$ cat src/rtl/rv32i_fetch_unit_pkg.sv
// Shared types and constants for the RV32I instruction fetch unit.
// Holds the fetch FSM encoding plus the NOP and reset-PC defaults.
package rv32I_pkg;

  typedef enum logic [2:0] {
    ST_IDLE,
    ST_REQ,
    ST_WAIT,
    ST_HOLD,
    ST_FAULT
  } fetch_state_t;

  localparam logic [31:0] RV32_NOP = 32'h0000_0013;
  localparam logic [31:0] DEFAULT_RESET_PC = 32'h0000_0000;

endpackage

$ cat src/rtl/rv32i_fetch_unit.sv
// RV32I fetch unit: one outstanding imem request, one-entry instruction
// register toward decode, redirect/kill handling and fault placeholders.
module rv32i_fetch_unit
  import rv32I_pkg::*;
#(
  parameter int INSTRUCTION_WIDTH = 32,
  parameter int WORD_SIZE = 32,
  parameter logic [WORD_SIZE-1:0] RESET_PC = WORD_SIZE'(DEFAULT_RESET_PC)
) (
  input  logic                         i_clk,
  input  logic                         i_rst,
  output logic                         o_imem_req_valid,
  input  logic                         i_imem_req_ready,
  output logic [WORD_SIZE-1:0]         o_imem_addr,
  input  logic                         i_imem_resp_valid,
  input  logic [INSTRUCTION_WIDTH-1:0] i_imem_resp_data,
  input  logic                         i_imem_resp_err,
  output logic                         o_fetch_valid,
  input  logic                         i_decode_ready,
  output logic [INSTRUCTION_WIDTH-1:0] o_fetch_instruction,
  output logic [WORD_SIZE-1:0]         o_fetch_pc,
  output logic                         o_fetch_fault,
  input  logic                         i_redirect_valid,
  input  logic [WORD_SIZE-1:0]         i_redirect_pc
);

  localparam logic [INSTRUCTION_WIDTH-1:0] NOP_W =
    INSTRUCTION_WIDTH'(RV32_NOP);

  fetch_state_t state_q, state_d;
  logic [WORD_SIZE-1:0] pc_q, pc_d;
  logic [WORD_SIZE-1:0] fpc_q, fpc_d;
  logic [INSTRUCTION_WIDTH-1:0] ir_q, ir_d;
  logic kill_q, kill_d;
  logic hs;
  logic mis;

  assign hs  = (state_q == ST_REQ) && i_imem_req_ready;
  assign mis = i_redirect_pc[1:0] != 2'b00;

  always_comb begin
    state_d = state_q;
    pc_d    = pc_q;
    fpc_d   = fpc_q;
    ir_d    = ir_q;
    kill_d  = kill_q;
    // A killed request left in flight by a misaligned redirect drains here
    if (state_q != ST_WAIT && i_imem_resp_valid) begin
      kill_d = 1'b0;
    end
    unique case (state_q)
      ST_IDLE: begin
        state_d = ST_REQ;
      end
      ST_REQ: begin
        if (i_redirect_valid) begin
          pc_d = i_redirect_pc;
          if (mis) begin
            ir_d    = NOP_W;
            fpc_d   = i_redirect_pc;
            kill_d  = hs;
            state_d = ST_FAULT;
          end else if (hs) begin
            kill_d  = 1'b1;
            state_d = ST_WAIT;
          end
        end else if (hs) begin
          state_d = ST_WAIT;
        end
      end
      ST_WAIT: begin
        if (i_redirect_valid) begin
          pc_d = i_redirect_pc;
          if (mis) begin
            ir_d    = NOP_W;
            fpc_d   = i_redirect_pc;
            kill_d  = !i_imem_resp_valid;
            state_d = ST_FAULT;
          end else if (i_imem_resp_valid) begin
            kill_d  = 1'b0;
            state_d = ST_REQ;
          end else begin
            kill_d = 1'b1;
          end
        end else if (i_imem_resp_valid) begin
          if (kill_q) begin
            kill_d  = 1'b0;
            state_d = ST_REQ;
          end else if (i_imem_resp_err) begin
            ir_d    = NOP_W;
            fpc_d   = pc_q;
            state_d = ST_FAULT;
          end else begin
            ir_d    = i_imem_resp_data;
            fpc_d   = pc_q;
            state_d = ST_HOLD;
          end
        end
      end
      ST_HOLD, ST_FAULT: begin
        if (i_redirect_valid) begin
          pc_d = i_redirect_pc;
          if (mis) begin
            ir_d    = NOP_W;
            fpc_d   = i_redirect_pc;
            state_d = ST_FAULT;
          end else begin
            state_d = ST_REQ;
          end
        end else if (state_q == ST_HOLD && i_decode_ready) begin
          pc_d    = pc_q + WORD_SIZE'(4);
          state_d = ST_REQ;
        end
      end
      default: begin
        state_d = ST_IDLE;
      end
    endcase
  end

  always_ff @(posedge i_clk) begin
    if (i_rst) begin
      state_q <= ST_IDLE;
      pc_q    <= RESET_PC;
      fpc_q   <= RESET_PC;
      ir_q    <= NOP_W;
      kill_q  <= 1'b0;
    end else begin
      state_q <= state_d;
      pc_q    <= pc_d;
      fpc_q   <= fpc_d;
      ir_q    <= ir_d;
      kill_q  <= kill_d;
    end
  end

  assign o_imem_req_valid    = state_q == ST_REQ;
  assign o_imem_addr         = pc_q;
  assign o_fetch_valid       = (state_q == ST_HOLD) ||
                               (state_q == ST_FAULT);
  assign o_fetch_fault       = state_q == ST_FAULT;
  assign o_fetch_instruction = ir_q;
  assign o_fetch_pc          = fpc_q;

endmodule

$ cat config.mk
export PLATFORM = sky130hd
export DESIGN_NAME = rv32i_fetch_unit
export DESIGN_NICKNAME = d
export VERILOG_FILES = /design/src/rtl/rv32i_fetch_unit_pkg.sv /design/src/rtl/rv32i_fetch_unit.sv
export SDC_FILE = /design/constraint.sdc
export NUM_CORES = 1
export LEC_CHECK = 0
export ABC_CLOCK_PERIOD_IN_PS = 2650
export BUFFER_PORTS_ARGS = -buffer_cell sky130_fd_sc_hd__buf_4
export CAP_MARGIN = 0
export CORE_ASPECT_RATIO = 0.9
export CORE_MARGIN = 3
export CORE_UTILIZATION = 50
export CTS_CLUSTER_SIZE = 25
export DETAILED_ROUTE_END_ITERATION = 10
export GPL_TIMING_DRIVEN = 0
export PLACE_DENSITY = 0.8
export SLEW_MARGIN = 20
export SYNTH_ARGS = -nofsm -noshare
export SYNTH_HDL_FRONTEND = slang
export SYNTH_SLANG_ARGS = --single-unit
$ cat constraint.sdc
create_clock -name i_clk -period 2.65 [get_ports i_clk]
set_clock_uncertainty 0.1 [all_clocks]
set_input_delay 0.53 -clock i_clk [delete_from_list [all_inputs] [get_ports i_clk]]
set_output_delay 0.53 -clock i_clk [all_outputs]
set_load 0.02 [all_outputs]
# [Word level (Yosys, flattened, before mapping)]
# Index checks and enable logic that the tools add are counted.
[op_classes] n_addsub=1 reduce_logical=15 mux=40 n_eq_ne=11
[ops] op="32-bit 2-to-1 mux" n=14
[ops] op="32-bit case mux with 2 select lines" n=3
[ops] op="3-bit 2-to-1 mux" n=12
[ops] op="32-bit by 3-bit adder with 32-bit output (second input constant)" n=1
[ops] op="3-bit inequality test (second input constant)" n=4
[ops] op="3-bit case mux with 4 select lines" n=1
[ops] op="1-bit 2-to-1 mux" n=9
[ops] op="3-bit by 2-bit == test with 1-bit output (second input constant)" n=2
[ops] op="3-bit AND reduction" n=2
[ops] op="2-bit nonzero test" n=3
[ops] op="2-bit by 1-bit inequality test with 1-bit output (second input constant)" n=2
[ops] op="4-bit AND reduction" n=1
[ops] op="2-bit OR reduction" n=2
[ops] op="3-bit by 1-bit == test with 1-bit output (second input constant)" n=1
[ops] op="3-bit == test (second input constant)" n=1
[ops] op="1-bit logical AND" n=3
[ops] op="3-bit logical NOT" n=1
[ops] op="3-bit by 2-bit inequality test with 1-bit output (second input constant)" n=1
[ops] op="3-bit OR reduction" n=1
[ops] op="1-bit case mux with 2 select lines" n=1
[ops] op="1-bit logical NOT" n=1
[ops] op="1-bit logical OR" n=1
[word_totals] output_inout_bits=99 register_bits=100

# [Depth between registers and ports, before layout]
# Gate-level depths: netlist of the first run.
[depth] word_depth=7 ltp_mapped=9

# [Worst setup path after synthesis of the first run]
# No wires, ideal clock.
[synth_path] kind="register to register" from="register pc_q[2] (netlist: o_imem_addr[2])" to="register pc_q[30] (netlist: o_imem_addr[30])" stages_incl_launch_ff=7 setup_slack_ns=0.339 setup_time_ns=0.074 t_arrival_ns=2.137 synth_period_minus_slack_ns=2.311 t_required_ns=2.476 path_cell_list="dfxtp_1 -> ha_1 -> nand4_2 -> nor4_4 -> nand2b_1 -> or4_1 -> a31oi_1"
[synth_via] elab_chain_len=4
[synth_rtl] element="start, declared" line_no="rv32i_fetch_unit.sv:31" text="logic [WORD_SIZE-1:0] pc_q, pc_d;"
[synth_rtl] element="start signal, assigned" line_no="rv32i_fetch_unit.sv:130" text="pc_q <= pc_d;"
[synth_rtl] element="32-bit by 3-bit adder with 32-bit output" line_no="rv32i_fetch_unit.sv:111" text="pc_d = pc_q + WORD_SIZE'(4);"
[synth_rtl] element="32-bit 2-to-1 mux" line_no="rv32i_fetch_unit.sv:110" text="end else if (state_q == ST_HOLD && i_decode_ready) begin"
[synth_rtl] element="32-bit 2-to-1 mux" line_no="rv32i_fetch_unit.sv:101" text="if (i_redirect_valid) begin"
[synth_rtl] element="32-bit case mux with 2 select lines" line_no="rv32i_fetch_unit.sv:51" text="unique case (state_q)"
# Every way passes these cells. The select of a mux whose other input is x is not followed.
# A chain may end at the register's enable or synchronous reset.

# [Worst setup path after layout of the first run]
[layout_path] from="register state_q[1]" to="register fpc_q[10] (netlist: o_fetch_pc[10])"
[layout_via] elab_chain_len=4 elab_cells_between_ends=11
[layout_rtl] element="start, declared" line_no="rv32i_fetch_unit.sv:30" text="fetch_state_t state_q, state_d;"
[layout_rtl] element="start signal, assigned" line_no="rv32i_fetch_unit.sv:129" text="state_q <= state_d;"
[layout_rtl] element="3-bit by 1-bit == test with 1-bit output (tied with other cells)" line_no="rv32i_fetch_unit.sv:51"
[layout_rtl] element="3-bit OR reduction (no line)"
[layout_rtl] element="2-bit by 1-bit inequality test with 1-bit output (no line) or 2-bit nonzero test (tied branches)"
[layout_rtl] element="4-bit AND reduction (no line)"
[layout_rtl] element="end signal, assigned" line_no="rv32i_fetch_unit.sv:131" text="fpc_q <= fpc_d;"
[layout_rtl] element="end, declared" line_no="rv32i_fetch_unit.sv:32" text="logic [WORD_SIZE-1:0] fpc_q, fpc_d;"
# Several ways; a longest one is shown, not always the timed one.

==> metrics.txt, run 1 <==
synthesized instance count=616; final std cell area, no fill=6610 um2; per-cell via count in the routed design=6.20; antenna diode count=0; antenna violations before repair=0; number of max-cap violations=0; clock net sink count=100; post-DP HPWL=13100 um; fraction of power consumed by the clock network=0.253; Max rail drop VDD=408 uV; post-synthesis net count=688; Synth top area share=0.405; Met1 Wirelength=7520 um; final worst path period need=2.49 ns; Layout area overhead=33.6%; share of flip-flops with an asynchronous set or reset=0; wire length of the first global-routing pass=28400 um; mean cell area of the mapped netlist=8.03 um2; Routed Wire Length=17900 um; Fin. Hold Viols=0; net count of the finished layout=870; relative slew slack=0.518; total power of the final layout=3.98 mW; share of the yosys chip area belonging to registers=0.405; Setup crit end kind=flop; TritonCTS clock tree=yes; via count of the first global-routing pass=5464; Net Sw Frac=0.371; setup repair after global routing missed its margin=true; prevailing post-synth register cell=sky130_fd_sc_hd__dfxtp_1; most common cell in the netlist=sky130_fd_sc_hd__dfxtp_1; clock buffer depth=2; leakage dissipation=2.71 nW; flops & latches, synth=100; power share of the sequential group=0.446; total core area=9370 um2; number of vias in the routed layout=5736; highest signal layer in the routed design=met4; detailed-routed wire length on met3=1870 um; count of nets left with antenna violations after detail routing=0; count of flip-flops with a built-in enable after synthesis=0; overflow left after global routing=0; Initial Util=0.528; Internal Dissipation=2.50 mW; share of power burned in combinational logic=0.301; Register Area=2000 um2; biggest area contributors in the synthesized netlist=sky130_fd_sc_hd__dfxtp_1 (40%), sky130_fd_sc_hd__nor2_1 (6.8%), sky130_fd_sc_hd__a22oi_1 (6.2%); most area-hungry cell type in the Yosys netlist=sky130_fd_sc_hd__dfxtp_1; number of endpoints failing setup at the final stage=0; Iter 0 DRT Violations=736; number of distinct standard cells referenced by the synthesized netlist=57; share of the core filled with cells=0.705; cell area after placement=6360 um2; result of the run=finished clean; most numerous cell types in the synthesized netlist=sky130_fd_sc_hd__dfxtp_1 (100), sky130_fd_sc_hd__nor2_1 (89), sky130_fd_sc_hd__o21ai_0 (49), sky130_fd_sc_hd__a22oi_1 (41), sky130_fd_sc_hd__nand2_1 (38); Net Switching=1.48 mW; minimum hold slack=0.283 ns; synthesized area=4950 um2; standard-cell row count=33; clock latency at the later pin of the worst-skew pair=0.37 ns; largest net degree at the start of global routing=19; Die Outline Area=11100 um2; maximum net fanout on the critical path=10; top-level I/O count=170; areal power density over the cells=602 nW/um2; Die Width=111 um; mean routed wirelength per cell=19.4 um; die height=100 um; clock tree root buffer cell=sky130_fd_sc_hd__clkbuf_8; number of pins with negative max-slew slack in the final report=0; Data required, critical path=2.79 ns; Worst EP arrival=2.63 ns; final clock period utilization by the worst path=0.939; count of port buffers added during placement=168; WS Path Type=reg -> reg; number of CTS-inserted buffers=9; Least-Margin Pin Slew=0.723 ns; maximum level of the CTS H-tree=3; Filler Cell Count=780; RD Place Congestion=0.978; area occupied by multi-input gates=2700 um2; critical path launch point type=flop; Tightest Hold Check Type=in -> reg; GRT Overall Usage=0.311; Synth warnings=0; Post-route DRC=0; clock transition at the registers of the reported paths=0.12 ns; setup slack on the worst flop-to-flop path=0.16 ns; TritonRoute pass-1 iters=6; met2 routed wirelength=8160 um; share of post-route cells with drive strength above 1=0.283; Highest Clock Rate=0.402 GHz
-- sequential cells by signal (all words and copies together), names as in the netlist --
name,count
kill_q,1
o_fetch_instruction,32
o_fetch_pc,32
o_imem_addr,32
state_q,3
-- per-layer routing --
metal | GRT usage | vias to the layer above
met1 | 0.424 | 2677
met2 | 0.502 | 374
met5 | 0 | -
li1 | - | 2646
met4 | 0.0833 | 0
met3 | 0.0681 | 39
-- kinds of logic (layout without fill, tap and decap cells) --
| logic type | after synthesis | after routing | synth area share |
|---|---|---|---|
| DFF | 100 | 100 | 0.405 |
| AOI/OAI and AO/OA | 201 | 201 | 0.273 |
| adders and majority gates | 1 | 1 | 0.00253 |
| muxes | 4 | 4 | 0.00860 |
| and+or+nand+nor | 245 | 245 | 0.257 |
| buffers and inverters | 65 | 252 | 0.0541 |
-- stage by stage --
stage | cells | TNS [ns] | worst slack [ns]
floorplan | 616 | 0 | 0.339
global placement | 906 | -0.467 | -0.137
detailed placement | 906 | -1.40 | -0.101
CTS | 922 | 0 | 0.00132
global route | 925 | -0.0150 | -0.0150
finish | 925 | 0 | 0.162
-- worst max-delay path, stage by stage (launching register included) --
cell	delay (ns)
sky130_fd_sc_hd__dfxtp_1	0.43
sky130_fd_sc_hd__buf_2	0.23
sky130_fd_sc_hd__nor2_1	0.12
sky130_fd_sc_hd__nor2_1	0.41
sky130_fd_sc_hd__or2_2	0.20
sky130_fd_sc_hd__buf_2	0.23
sky130_fd_sc_hd__clkbuf_1	0.47
sky130_fd_sc_hd__a211oi_1	0.15
-- power by group through the flow --
stage	Sequential, mW	Clock (mW)	Combinational, mW
final	1.77	1.01	1.20
after global routing	1.79	1.06	1.28
after CTS	1.77	1.01	1.17
after detailed placement	1.80	0	1.16
after global placement	1.80	0	1.14
after floorplan	1.93	0	0.521
-- layout by cell type, fill, tap and decap left out, types with 3 or more instances in the layout --
cell | Yosys | layout
sky130_fd_sc_hd__nand4_1 | 9 | 9
sky130_fd_sc_hd__a311oi_1 | 7 | 7
sky130_fd_sc_hd__or4_1 | 5 | 5
sky130_fd_sc_hd__nand3_1 | 20 | 20
sky130_fd_sc_hd__dfxtp_1 | 100 | 100
sky130_fd_sc_hd__buf_4 | 0 | 171
sky130_fd_sc_hd__o22ai_1 | 5 | 5
sky130_fd_sc_hd__clkbuf_8 | 0 | 10
sky130_fd_sc_hd__nand3b_1 | 7 | 7
sky130_fd_sc_hd__a211oi_1 | 30 | 30
sky130_fd_sc_hd__or2_2 | 3 | 3
sky130_fd_sc_hd__buf_2 | 19 | 19
sky130_fd_sc_hd__a21oi_1 | 21 | 19
sky130_fd_sc_hd__nor2b_1 | 5 | 5
sky130_fd_sc_hd__a22oi_1 | 41 | 41
sky130_fd_sc_hd__a221oi_1 | 5 | 5
sky130_fd_sc_hd__nor3_1 | 10 | 9
sky130_fd_sc_hd__inv_1 | 13 | 13
sky130_fd_sc_hd__nor2_1 | 89 | 89
sky130_fd_sc_hd__o21bai_1 | 3 | 3
sky130_fd_sc_hd__nand2b_1 | 8 | 8
sky130_fd_sc_hd__a31oi_1 | 14 | 14
sky130_fd_sc_hd__or3_1 | 34 | 34
sky130_fd_sc_hd__o21ai_0 | 49 | 49
sky130_fd_sc_hd__clkbuf_2 | 0 | 6
sky130_fd_sc_hd__nand2_1 | 38 | 38
sky130_fd_sc_hd__clkbuf_1 | 32 | 27
sky130_fd_sc_hd__a21o_1 | 9 | 9
sky130_fd_sc_hd__o211ai_1 | 4 | 4
-- final cells by class --
| type | instances | area share |
|---|---|---|
| Buffer | 52 | 0.0343 |
| Clock buffer | 10 | 0.0208 |
| Clock inverter | 6 | 0.00833 |
| Inverter | 13 | 0.00738 |
| Multi-Input combinational cell | 451 | 0.409 |
| Sequential cell | 100 | 0.303 |
| Tap cell | 122 | 0.0231 |
| Timing Repair Buffer | 171 | 0.194 |
-- what timing repair did --
action / in CTS / in global routing
hold buffers: 0 / 0
endpoints found under the hold margin: 0 / 0
gates resized for setup: 0 / 15
setup buffers: 0 / 3
endpoints found under the setup margin: 0 / 70
-- final timing paths --
check | start | endpoint | cells past startpoint
min reg2reg | o_fetch_pc[0] | o_fetch_pc[0] | 2
min | i_imem_resp_data[10] | o_fetch_instruction[10] | 3
max | state_q[1] | o_fetch_pc[10] | 7
max reg2reg | state_q[1] | o_fetch_pc[10] | 7
Power figures use the tool's default switching activity.
==> inputs of run 2 (changes only) <==
--- a/config.mk
+++ b/config.mk
@@ -8,7 +8,7 @@
 export ABC_CLOCK_PERIOD_IN_PS = 2650
 export BUFFER_PORTS_ARGS = -buffer_cell sky130_fd_sc_hd__buf_4
 export CAP_MARGIN = 0
-export CORE_ASPECT_RATIO = 0.9
+export CORE_ASPECT_RATIO = 1.5
 export CORE_MARGIN = 3
 export CORE_UTILIZATION = 50
 export CTS_CLUSTER_SIZE = 25
==> metrics.txt, run 2 (synthesis gave the netlist of run 1 again) <==
result of the run=finished clean; RD Place Congestion=0.930; mean routed wirelength per cell=19.5 um; Layout area overhead=35.5%; count of nets left with antenna violations after detail routing=0; die height=128 um; standard-cell row count=43; Least-Margin Pin Slew=0.719 ns; overflow left after global routing=0; TritonCTS clock tree=yes; wire length of the first global-routing pass=27600 um; Worst EP arrival=2.67 ns; number of endpoints failing setup at the final stage=0; net count of the finished layout=869; number of pins with negative max-slew slack in the final report=0; setup slack on the worst flop-to-flop path=0.08 ns; number of max-cap violations=0; antenna violations before repair=0; Die Outline Area=11100 um2; hold-critical path endpoint=o_fetch_instruction[7]; Tightest Hold Check Type=in -> reg; critical register-to-register path startpoint=state_q[1]; Post-route DRC=0; routing usage on met1=0.335; number of CTS-inserted buffers=9; via count of the first global-routing pass=5636; final worst path period need=2.57 ns; per-cell via count in the routed design=6.29; highest-count cells in the layout ignoring fill and taps=sky130_fd_sc_hd__buf_4 (169), sky130_fd_sc_hd__dfxtp_1 (100), sky130_fd_sc_hd__nor2_1 (89); Die Width=87.2 um; cells on worst reg2reg path=7; largest net degree at the start of global routing=19; setup TNS=0 ns; Routed Wire Length=17800 um; share of the core filled with cells=0.708; total core area=9470 um2; reg-to-reg critical path endpoint=o_fetch_pc[28]; relative slew slack=0.521; post-DP HPWL=13400 um; maximum net fanout on the critical path=10; leakage dissipation=2.76 nW; Highest Clock Rate=0.389 GHz; met3 demand-to-capacity share in global routing=0.0746; Setup crit end kind=flop; TritonRoute pass-1 iters=5; Max rail drop VDD=427 uV; GRT Overall Usage=0.314; met2 global-route usage=0.565; clock tree root buffer cell=sky130_fd_sc_hd__clkbuf_16; maximum level of the CTS H-tree=3; Iter 0 DRT Violations=486; clock buffer depth=2; Data required, critical path=2.75 ns; clock latency at the later pin of the worst-skew pair=0.35 ns; clock net sink count=100; count of port buffers added during placement=168; critical path launch point type=flop; hold-critical path depth=3; areal power density over the cells=645 nW/um2; antenna diode count=0; WS Path Type=reg -> reg; top-level I/O count=170; layer carrying the most global-route usage=met2; most frequent standard cell in the layout excluding fill and tap cells=sky130_fd_sc_hd__buf_4; number of vias in the routed layout=5753; Initial Util=0.522; share of post-route cells with drive strength above 1=0.277; Fin. Hold Viols=0; final clock period utilization by the worst path=0.970; clock transition at the registers of the reported paths=0.07 ns; startpoint of the most critical hold path=i_imem_resp_data[7]
## run 2: worst max-delay path: stages, from the launching register on
cell,delay [ns]
sky130_fd_sc_hd__dfxtp_1,0.36
sky130_fd_sc_hd__buf_2,0.21
sky130_fd_sc_hd__nand3b_1,0.17
sky130_fd_sc_hd__a21oi_1,0.46
sky130_fd_sc_hd__or2_2,0.20
sky130_fd_sc_hd__buf_2,0.23
sky130_fd_sc_hd__clkbuf_1,0.51
sky130_fd_sc_hd__a211oi_1,0.17
## run 2: report_power, final
group | internal (mW) | leakage, nW | total, mW | switching [mW]
registers | 1.64 | 0.816 | 1.78 | 0.137
logic | 0.473 | 1.80 | 1.18 | 0.708
clock network | 0.749 | 0.150 | 1.37 | 0.621
## run 2: worst max path at each step
| stage | start | endpoint | slack [ns] |
|---|---|---|---|
| final | state_q[1] | o_fetch_pc[28] | 0.08 |
| after global routing | state_q[1] | o_fetch_pc[29] | -0.03 |
| after CTS | o_imem_addr[2] | o_imem_addr[30] | 0.08 |
| after detailed placement | i_redirect_valid | o_fetch_instruction[21] | -0.15 |
| after global placement | i_redirect_valid | o_fetch_instruction[28] | -0.16 |
| after floorplan | o_imem_addr[2] | o_imem_addr[30] | 0.34 |
## run 2: layer usage
layer	share of wire	wire (um)	vias up
met5	0	0	-
met4	0.035	621	0
met3	0.090	1600	55
met2	0.52	9260	342
met1	0.35	6310	2709
li1	-	-	2647
## run 2: layout make-up
type	instances	area [um2]
clock inverter	7	82.6
timing repair buffer	170	1290
clock buffer	9	225
fill	788	2760
tap	112	140
sequential	100	2000
multi-input combinational	451	2690
buffer	52	224
inverter	13	48.8
## run 2: timing repair
item                       CTS  global route
resized for setup            1             8
setup endpoints to repair    2            27
pin swaps                    1             1
hold buffers                 0             0
setup buffers                0             2
## run 2: metrics by stage
stage          instances  total power [mW]  area, um2  setup WS [ns]  hold WS (ns)
4_1_cts              912              4.33       6660         0.0817         0.309
2_1_floorplan        616              2.46       4950          0.339         0.443
3_3_place_gp         896              2.95       6350         -0.157         0.368
6_report             914              4.33       6710         0.0797         0.311
5_1_grt              914              4.51       6710        -0.0299         0.316
3_5_place_dp         896              2.97       6350         -0.152         0.371
